[src/rtl/ctrl_packet_injector.sv]
// Purpose: inject host register read/write control packets into empty forward slots; optional stats via CTRL_INJECTOR_STATS_EN.
// Latency: Back_* and Front_Instruction* are 1 cycle behind their inputs; request handshake to Back_* is at least 2 cycles.
// Backpressure: Req_Ready drops while the request FIFO is full or in reset; upstream traffic always wins the slot.

// Small generic FIFO: registered storage, level counter, no bypass.
// Latency: an entry is visible at the head the cycle after its push.
// Backpressure: push_rdy is low when full (even if a pop happens that cycle) and during reset.
module ctrl_packet_injector_fifo #(
    parameter int WIDTH = 8,
    parameter int DEPTH = 4,
    localparam int PW = $clog2(DEPTH),
    localparam int LW = $clog2(DEPTH) + 1
) (
    input  logic             clk,
    input  logic             rst,
    input  logic             push_vld,
    output logic             push_rdy,
    input  logic [WIDTH-1:0] push_dat,
    input  logic             pop_rdy,
    output logic             pop_vld,
    output logic [WIDTH-1:0] pop_dat,
    output logic [LW-1:0]    level
);

    logic [WIDTH-1:0] mem [DEPTH];
    logic [PW-1:0]    wr_ptr;
    logic [PW-1:0]    rd_ptr;
    logic [LW-1:0]    count;
    logic             do_push;
    logic             do_pop;

    // Full check uses the start-of-cycle count, so a same-cycle pop never frees room early.
    assign push_rdy = !rst && (count != LW'(DEPTH));
    assign pop_vld  = (count != '0);
    assign do_push  = push_vld && push_rdy;
    assign do_pop   = pop_rdy && pop_vld;
    assign pop_dat  = mem[rd_ptr];
    assign level    = count;

    // Storage array carries no reset; validity is tracked by count.
    always_ff @(posedge clk) begin
        if (do_push) begin
            mem[wr_ptr] <= push_dat;
        end
    end

    // Pointers wrap naturally since DEPTH is a power of two.
    always_ff @(posedge clk or posedge rst) begin
        if (rst) begin
            wr_ptr <= '0;
            rd_ptr <= '0;
            count  <= '0;
        end else begin
            if (do_push) begin
                wr_ptr <= wr_ptr + PW'(1);
            end
            if (do_pop) begin
                rd_ptr <= rd_ptr + PW'(1);
            end
            if (do_push && !do_pop) begin
                count <= count + LW'(1);
            end else if (do_pop && !do_push) begin
                count <= count - LW'(1);
            end
        end
    end

endmodule

module ctrl_packet_injector #(
    parameter int DATA_WIDTH                  = 512,
    parameter int STREAM_ID_NUM               = 16,
    parameter int CHUNK_ID_NUM                = 32,
    parameter int CHANNEL_ID_NUM              = 1024,
    parameter int STATE_WIDTH                 = 32,
    parameter int INSTRUCTION_WIDTH           = 3,
    parameter int INSTRUCTION_PARAMETER_WIDTH = 16,
    parameter int FIFO_DEPTH                  = 4,
    parameter int CTRL_STREAM_ID              = 0,
    localparam int STREAM_ID_WIDTH            = $clog2(STREAM_ID_NUM),
    localparam int CHUNK_ID_WIDTH             = $clog2(CHUNK_ID_NUM),
    localparam int CHANNEL_ID_WIDTH           = $clog2(CHANNEL_ID_NUM),
    localparam int LEVEL_WIDTH                = $clog2(FIFO_DEPTH) + 1
) (
    input  logic                                   clk,
    input  logic                                   rst,

    input  logic [DATA_WIDTH-1:0]                  Front_Data,
    input  logic [1:0]                             Front_Type,
    input  logic                                   Front_Last,
    input  logic [STREAM_ID_WIDTH-1:0]             Front_StreamID,
    input  logic [CHUNK_ID_WIDTH-1:0]              Front_ChunkID,
    input  logic [CHANNEL_ID_WIDTH-1:0]            Front_ChannelID,
    input  logic [STATE_WIDTH-1:0]                 Front_State,

    output logic [DATA_WIDTH-1:0]                  Back_Data,
    output logic [1:0]                             Back_Type,
    output logic                                   Back_Last,
    output logic [STREAM_ID_WIDTH-1:0]             Back_StreamID,
    output logic [CHUNK_ID_WIDTH-1:0]              Back_ChunkID,
    output logic [CHANNEL_ID_WIDTH-1:0]            Back_ChannelID,
    output logic [STATE_WIDTH-1:0]                 Back_State,

    input  logic [INSTRUCTION_WIDTH-1:0]           Back_InstructionType,
    input  logic [STREAM_ID_WIDTH-1:0]             Back_InstructionStreamID,
    input  logic [CHANNEL_ID_WIDTH-1:0]            Back_InstructionChannelID,
    input  logic [INSTRUCTION_PARAMETER_WIDTH-1:0] Back_InstructionParameter,

    output logic [INSTRUCTION_WIDTH-1:0]           Front_InstructionType,
    output logic [STREAM_ID_WIDTH-1:0]             Front_InstructionStreamID,
    output logic [CHANNEL_ID_WIDTH-1:0]            Front_InstructionChannelID,
    output logic [INSTRUCTION_PARAMETER_WIDTH-1:0] Front_InstructionParameter,

    input  logic                                   Req_Valid,
    output logic                                   Req_Ready,
    input  logic                                   Req_Write,
    input  logic [CHANNEL_ID_WIDTH-1:0]            Req_Target,
    input  logic [STATE_WIDTH-1:0]                 Req_Addr,
    input  logic [31:0]                            Req_WData,
`ifdef CTRL_INJECTOR_STATS_EN
    output logic [31:0]                            Stat_Injected,
    output logic [31:0]                            Stat_StallCycles,
`endif
    output logic [LEVEL_WIDTH-1:0]                 Fifo_Level
);

    // One FIFO entry: {write flag, target hop count, register address, write data}.
    localparam int REQ_WIDTH = 1 + CHANNEL_ID_WIDTH + STATE_WIDTH + 32;
    localparam int WORDS     = DATA_WIDTH / 32;

    logic [REQ_WIDTH-1:0]        req_dat;
    logic [REQ_WIDTH-1:0]        head_dat;
    logic                        head_vld;
    logic                        head_write;
    logic [CHANNEL_ID_WIDTH-1:0] head_target;
    logic [STATE_WIDTH-1:0]      head_addr;
    logic [31:0]                 head_wdata;
    logic                        slot_empty;
    logic                        inject;
    logic [CHUNK_ID_WIDTH-1:0]   inj_chunk;
    logic [DATA_WIDTH-1:0]       inj_data;

    assign req_dat = {Req_Write, Req_Target, Req_Addr, Req_WData};
    assign {head_write, head_target, head_addr, head_wdata} = head_dat;

    // Only a truly idle upstream cycle is a free slot; any non-zero Type passes through.
    assign slot_empty = (Front_Type == 2'b00);
    assign inject     = slot_empty && head_vld;

    ctrl_packet_injector_fifo #(
        .WIDTH (REQ_WIDTH),
        .DEPTH (FIFO_DEPTH)
    ) u_req_fifo (
        .clk      (clk),
        .rst      (rst),
        .push_vld (Req_Valid),
        .push_rdy (Req_Ready),
        .push_dat (req_dat),
        .pop_rdy  (inject),
        .pop_vld  (head_vld),
        .pop_dat  (head_dat),
        .level    (Fifo_Level)
    );

    // Build the injected ChunkID (relative-addressing MSB, opcode in bit 0) and payload.
    always_comb begin
        inj_chunk                   = '0;
        inj_chunk[CHUNK_ID_WIDTH-1] = 1'b1;
        inj_chunk[0]                = head_write;
        inj_data                    = head_write ? {WORDS{head_wdata}} : '0;
    end

    // Forward register: pass upstream traffic, else fill an empty slot, else emit an idle cycle.
    always_ff @(posedge clk or posedge rst) begin
        if (rst) begin
            Back_Data      <= '0;
            Back_Type      <= 2'b00;
            Back_Last      <= 1'b0;
            Back_StreamID  <= '0;
            Back_ChunkID   <= '0;
            Back_ChannelID <= '0;
            Back_State     <= '0;
        end else if (!slot_empty) begin
            Back_Data      <= Front_Data;
            Back_Type      <= Front_Type;
            Back_Last      <= Front_Last;
            Back_StreamID  <= Front_StreamID;
            Back_ChunkID   <= Front_ChunkID;
            Back_ChannelID <= Front_ChannelID;
            Back_State     <= Front_State;
        end else if (inject) begin
            Back_Data      <= inj_data;
            Back_Type      <= 2'b10;
            Back_Last      <= 1'b1;
            Back_StreamID  <= STREAM_ID_WIDTH'(CTRL_STREAM_ID);
            Back_ChunkID   <= inj_chunk;
            Back_ChannelID <= head_target;
            Back_State     <= head_addr;
        end else begin
            // Idle: only Type is cleared, the remaining fields keep their last value.
            Back_Type      <= 2'b00;
        end
    end

    // Backward instruction path: one register stage, no interpretation.
    always_ff @(posedge clk or posedge rst) begin
        if (rst) begin
            Front_InstructionType      <= '0;
            Front_InstructionStreamID  <= '0;
            Front_InstructionChannelID <= '0;
            Front_InstructionParameter <= '0;
        end else begin
            Front_InstructionType      <= Back_InstructionType;
            Front_InstructionStreamID  <= Back_InstructionStreamID;
            Front_InstructionChannelID <= Back_InstructionChannelID;
            Front_InstructionParameter <= Back_InstructionParameter;
        end
    end

`ifdef CTRL_INJECTOR_STATS_EN
    // Injection count wraps; stall count saturates and counts cycles a queued request lost the slot.
    always_ff @(posedge clk or posedge rst) begin
        if (rst) begin
            Stat_Injected    <= '0;
            Stat_StallCycles <= '0;
        end else begin
            if (inject) begin
                Stat_Injected <= Stat_Injected + 32'd1;
            end
            if (head_vld && !slot_empty && (Stat_StallCycles != 32'hFFFF_FFFF)) begin
                Stat_StallCycles <= Stat_StallCycles + 32'd1;
            end
        end
    end
`endif

endmodule

[config.mk]
export PLATFORM = sky130hd
export DESIGN_NAME = ctrl_packet_injector
export DESIGN_NICKNAME = d
export VERILOG_FILES = /design/src/rtl/ctrl_packet_injector.sv
export SDC_FILE = /design/constraint.sdc
export NUM_CORES = 1
export LEC_CHECK = 0
export ABC_AREA = 1
export CORE_AREA = 4 4 493 495
export CTS_BUF_LIST = sky130_fd_sc_hd__clkbuf_8
export CTS_CLUSTER_DIAMETER = 30
export DETAILED_ROUTE_END_ITERATION = 10
export DIE_AREA = 0 0 497 499
export GPL_ROUTABILITY_DRIVEN = 0
export PLACE_DENSITY = 0.42
export SETUP_SLACK_MARGIN = 0.4
export SYNTH_ARGS = -nofsm -noshare
export SYNTH_HDL_FRONTEND = slang
export SYNTH_SLANG_ARGS = --single-unit
[constraint.sdc]
create_clock -name clk -period 26.1 [get_ports clk]
set_input_delay 7.83 -clock clk [delete_from_list [all_inputs] [get_ports clk]]
set_output_delay 7.83 -clock clk [all_outputs]
set_load 0.01 [all_outputs]
==> results.sh <==
export IMPL_cts_max_path_buffers=4
export IMPL_syn_nets=4232
export IMPL_ys_seq_area_frac=0.6462
export IMPL_synth_edf_count=300
export IMPL_fill_cells=25580
export IMPL_whs_ns=0.4702
export IMPL_worstHoldStart="Back_ChunkID[2]"
export IMPL_synth_warnings=0
export IMPL_cts_tree="done"
export IMPL_clock_latency_ns=1.01
export IMPL_critPathMaxFanout=2
export IMPL_postSynthCellCount=3549
export IMPL_dpl_cell_count=7811
export IMPL_seq_area_mm2=0.02418
export IMPL_min_to="Back_ChunkID[2]"
export IMPL_syn_cell_area_mm2=0.03741
export IMPL_synth_most_common_cell="nand2_1"
export IMPL_timing_slew_headroom=0.2702
export IMPL_rr_endpoint="Back_Data[269]"
export IMPL_rr_startpoint="u_req_fifo.level[1]"
export IMPL_pre_cts_ws_ns=9.262
export IMPL_ys_types=32
export IMPL_ir_worst_vdd_mv=0.05081
export IMPL_cts_buffers=306
export IMPL_setup_viol=0
export IMPL_post_route_period_util=0.6454
export IMPL_die_height_um=499
export IMPL_grt_overflow_total=0
export IMPL_startpoint="rst"
export IMPL_critical_path_required_ns=18.27
export IMPL_status="finished, final reports clean"
export IMPL_setup_tns_ns=0
export IMPL_leakage_nw=26.46
export IMPL_syn_avg_cell_area_um2=10.54
export IMPL_cp_top_family="buffers and inverters"
export IMPL_ios=1280
export IMPL_grt_pass1_vias=33090
export IMPL_grt_max_degree=143
export IMPL_synthTopCellsByArea="dfrtp_1 41%, edfxtp_1 24%, nand2_1 15%"
export IMPL_rsz0062_at_grt="no"
export IMPL_fp_dieW_um=497
export IMPL_finalNetCount=5635
export IMPL_tightest_slew_ns=1.092
export IMPL_path_common_cell="clkdlybuf4s50_1"
export IMPL_drc=0
export IMPL_root_buffer="clkbuf_8"
export IMPL_dr_pass1_iters=5
export IMPL_synth_seq_cells=906
export IMPL_path_buf_inv=2
export IMPL_wl_per_cell_um=27.35
export IMPL_end_kind="output port"
export IMPL_async_reset_ff_frac=0.6689
export IMPL_reg2reg_depth=8
export IMPL_drt_wl_total_mm=228.8
export IMPL_finalWorstSetupSlack_ns=9.254
export IMPL_fmax_mhz=59.36
export IMPL_vias=32350
export IMPL_finalNonFillerCells=8365
export IMPL_cp_start_kind="input pin"
export IMPL_postCtsHoldBufs=0
export IMPL_power_mw=5.623
export IMPL_slowest_stage="clkdlybuf4s50_1"
export IMPL_fin_skew_ns=0.1106
export IMPL_start_util=0.1573
export IMPL_drt_iter0_drc=2058
export IMPL_post_synth_top_area_fraction=0.4054
export IMPL_finalHoldViolations=0
export IMPL_cts_resized=0
export IMPL_cts_sinks=906
export IMPL_grt_antenna_before_repair=170
export IMPL_worstPathCellList="clkdlybuf4s50_1 -> a21oi_1 -> clkdlybuf4s50_1"
export IMPL_routed_via_density=3.868
export IMPL_grt_use_total=0.1781
export IMPL_area_delta_synth_final_pct=59.30
export IMPL_synthFlopType="dfrtp_1"
export IMPL_dieArea_mm2=0.2480
export IMPL_crit_type="input pin to output port"
export IMPL_r2r_setup_slack_ns=22.13
export IMPL_final_max_slew_viol_count=0
export IMPL_layout_drive_gt1_share=0.1021
export IMPL_post_cts_buffers=0
export IMPL_cts_max_level=5
export IMPL_synth_common_cells="1467 x nand2_1, 606 x dfrtp_1, 358 x a21boi_0"
export IMPL_hp_class="flip-flop to flip-flop"
export IMPL_arrival_ns=9.02
export IMPL_drv_cap=0
export IMPL_antenna_left=0
export IMPL_min_path_cells=2
export IMPL_yosys_area_top_type="dfrtp_1"
export IMPL_slowest_delay_ns=0.56
export IMPL_power_density_mw_per_mm2=94.36
export IMPL_path_clk_slew_ns=0.06
export IMPL_dpl_hpwl_mm=170.4
export IMPL_num_rows=179
export IMPL_final_min_clock_period_ns=16.85
export IMPL_multi_input_area_mm2=0.01137
export IMPL_grt_pass1_wl_mm=301.4
export IMPL_portBuffers=1279
export IMPL_core_area_mm2=0.2379
[placed cells by master (no fill, tap or decap), types with 3 or more instances in the layout]
| master | count |
|---|---|
| inv_1 | 207 |
| clkdlybuf4s50_1 | 1279 |
| xor2_1 | 3 |
| clkbuf_8 | 361 |
| a21boi_0 | 358 |
| nand2_1 | 1467 |
| clkinv_2 | 32 |
| clkinv_1 | 9 |
| ha_1 | 5 |
| nor2_4 | 6 |
| edfxtp_1 | 300 |
| diode_2 | 35 |
| nor2_1 | 5 |
| clkinv_4 | 6 |
| bufinv_16 | 21 |
| buf_12 | 5 |
| nand3_4 | 31 |
| a21boi_1 | 154 |
| nand3_1 | 237 |
| dfrtp_1 | 604 |
| clkinvlp_4 | 21 |
| buf_4 | 28 |
| clkinv_8 | 3 |
[worst register-to-register path: stages (launching register included)]
cell,delay (ns)
dfrtp_1,0.43
nor2_2,0.44
nand2_1,0.23
nor2_4,0.12
buf_4,0.51
buf_12,0.58
buf_4,1.11
a21boi_0,0.32
nand2_1,0.13
[cell families after synthesis]
logic type      after synthesis  share of synthesized area
simple gates               1751                     0.1959
fa+ha+maj                     6                   0.002208
compound gates              518                     0.1038
buf+inv                     363                    0.05067
mux                           1                  0.0003010
xor+xnor                      4                  0.0009367
flops                       906                     0.6462
[sequential cells by signal (all words and copies together), names as in the netlist]
| name | count |
|---|---|
| u_req_fifo.rd_ptr | 2 |
| Front_InstructionParameter | 16 |
| Back_ChannelID | 10 |
| Back_State | 32 |
| u_req_fifo.wr_ptr | 2 |
| Back_Data | 512 |
| Front_InstructionChannelID | 10 |
| Back_Type | 2 |
| Back_ChunkID | 5 |
| u_req_fifo.mem | 300 |
| u_req_fifo.level | 3 |
| Front_InstructionType | 3 |
| Front_InstructionStreamID | 4 |
| Back_StreamID | 4 |
| Back_Last | 1 |
[routing by layer]
layer  global-route usage  vias to the layer above  wire, µm
met5                    0                        -       320
met4              0.07067                       50      9395
met3              0.06825                      516     20550
met2               0.3171                     1568    115700
met1               0.1893                    15650     82840
li1                     -                    14570         -
[power breakdown]
group	switching (mW)	internal [mW]	total (mW)
Sequential	0.129	1.71	1.84
Combinational	0.923	0.579	1.50
Clock	0.830	1.45	2.28
[how the worst max path moves through the flow]
stage	depth (start not counted)	slack (ns)	to
2_1_floorplan	3	4.98	u_req_fifo.mem[0][0]
3_3_place_gp	3	9.25	Req_Ready
3_5_place_dp	3	9.26	Req_Ready
4_1_cts	3	9.26	Req_Ready
5_1_grt	3	9.22	Req_Ready
6_report	3	9.25	Req_Ready
[cell type report]
cell class | instances | area share
well taps | 3167 | 0.06649
clock inverters | 158 | 0.02247
diodes | 35 | 0.001470
multi-input cells | 2280 | 0.1909
repair buffers | 1312 | 0.2200
clock buffers | 361 | 0.08337
flip-flops and latches | 906 | 0.4058
inverters | 146 | 0.009532
[metrics by stage]
stage | util | cell area, µm²
3_3_place_gp | 0.2237 | 53200
4_1_cts | 0.2502 | 59510
2_1_floorplan | - | 37410
6_report | 0.2506 | 59590
3_5_place_dp | 0.2237 | 53200
5_1_grt | 0.2504 | 59560
Power figures use the tool's default switching activity.
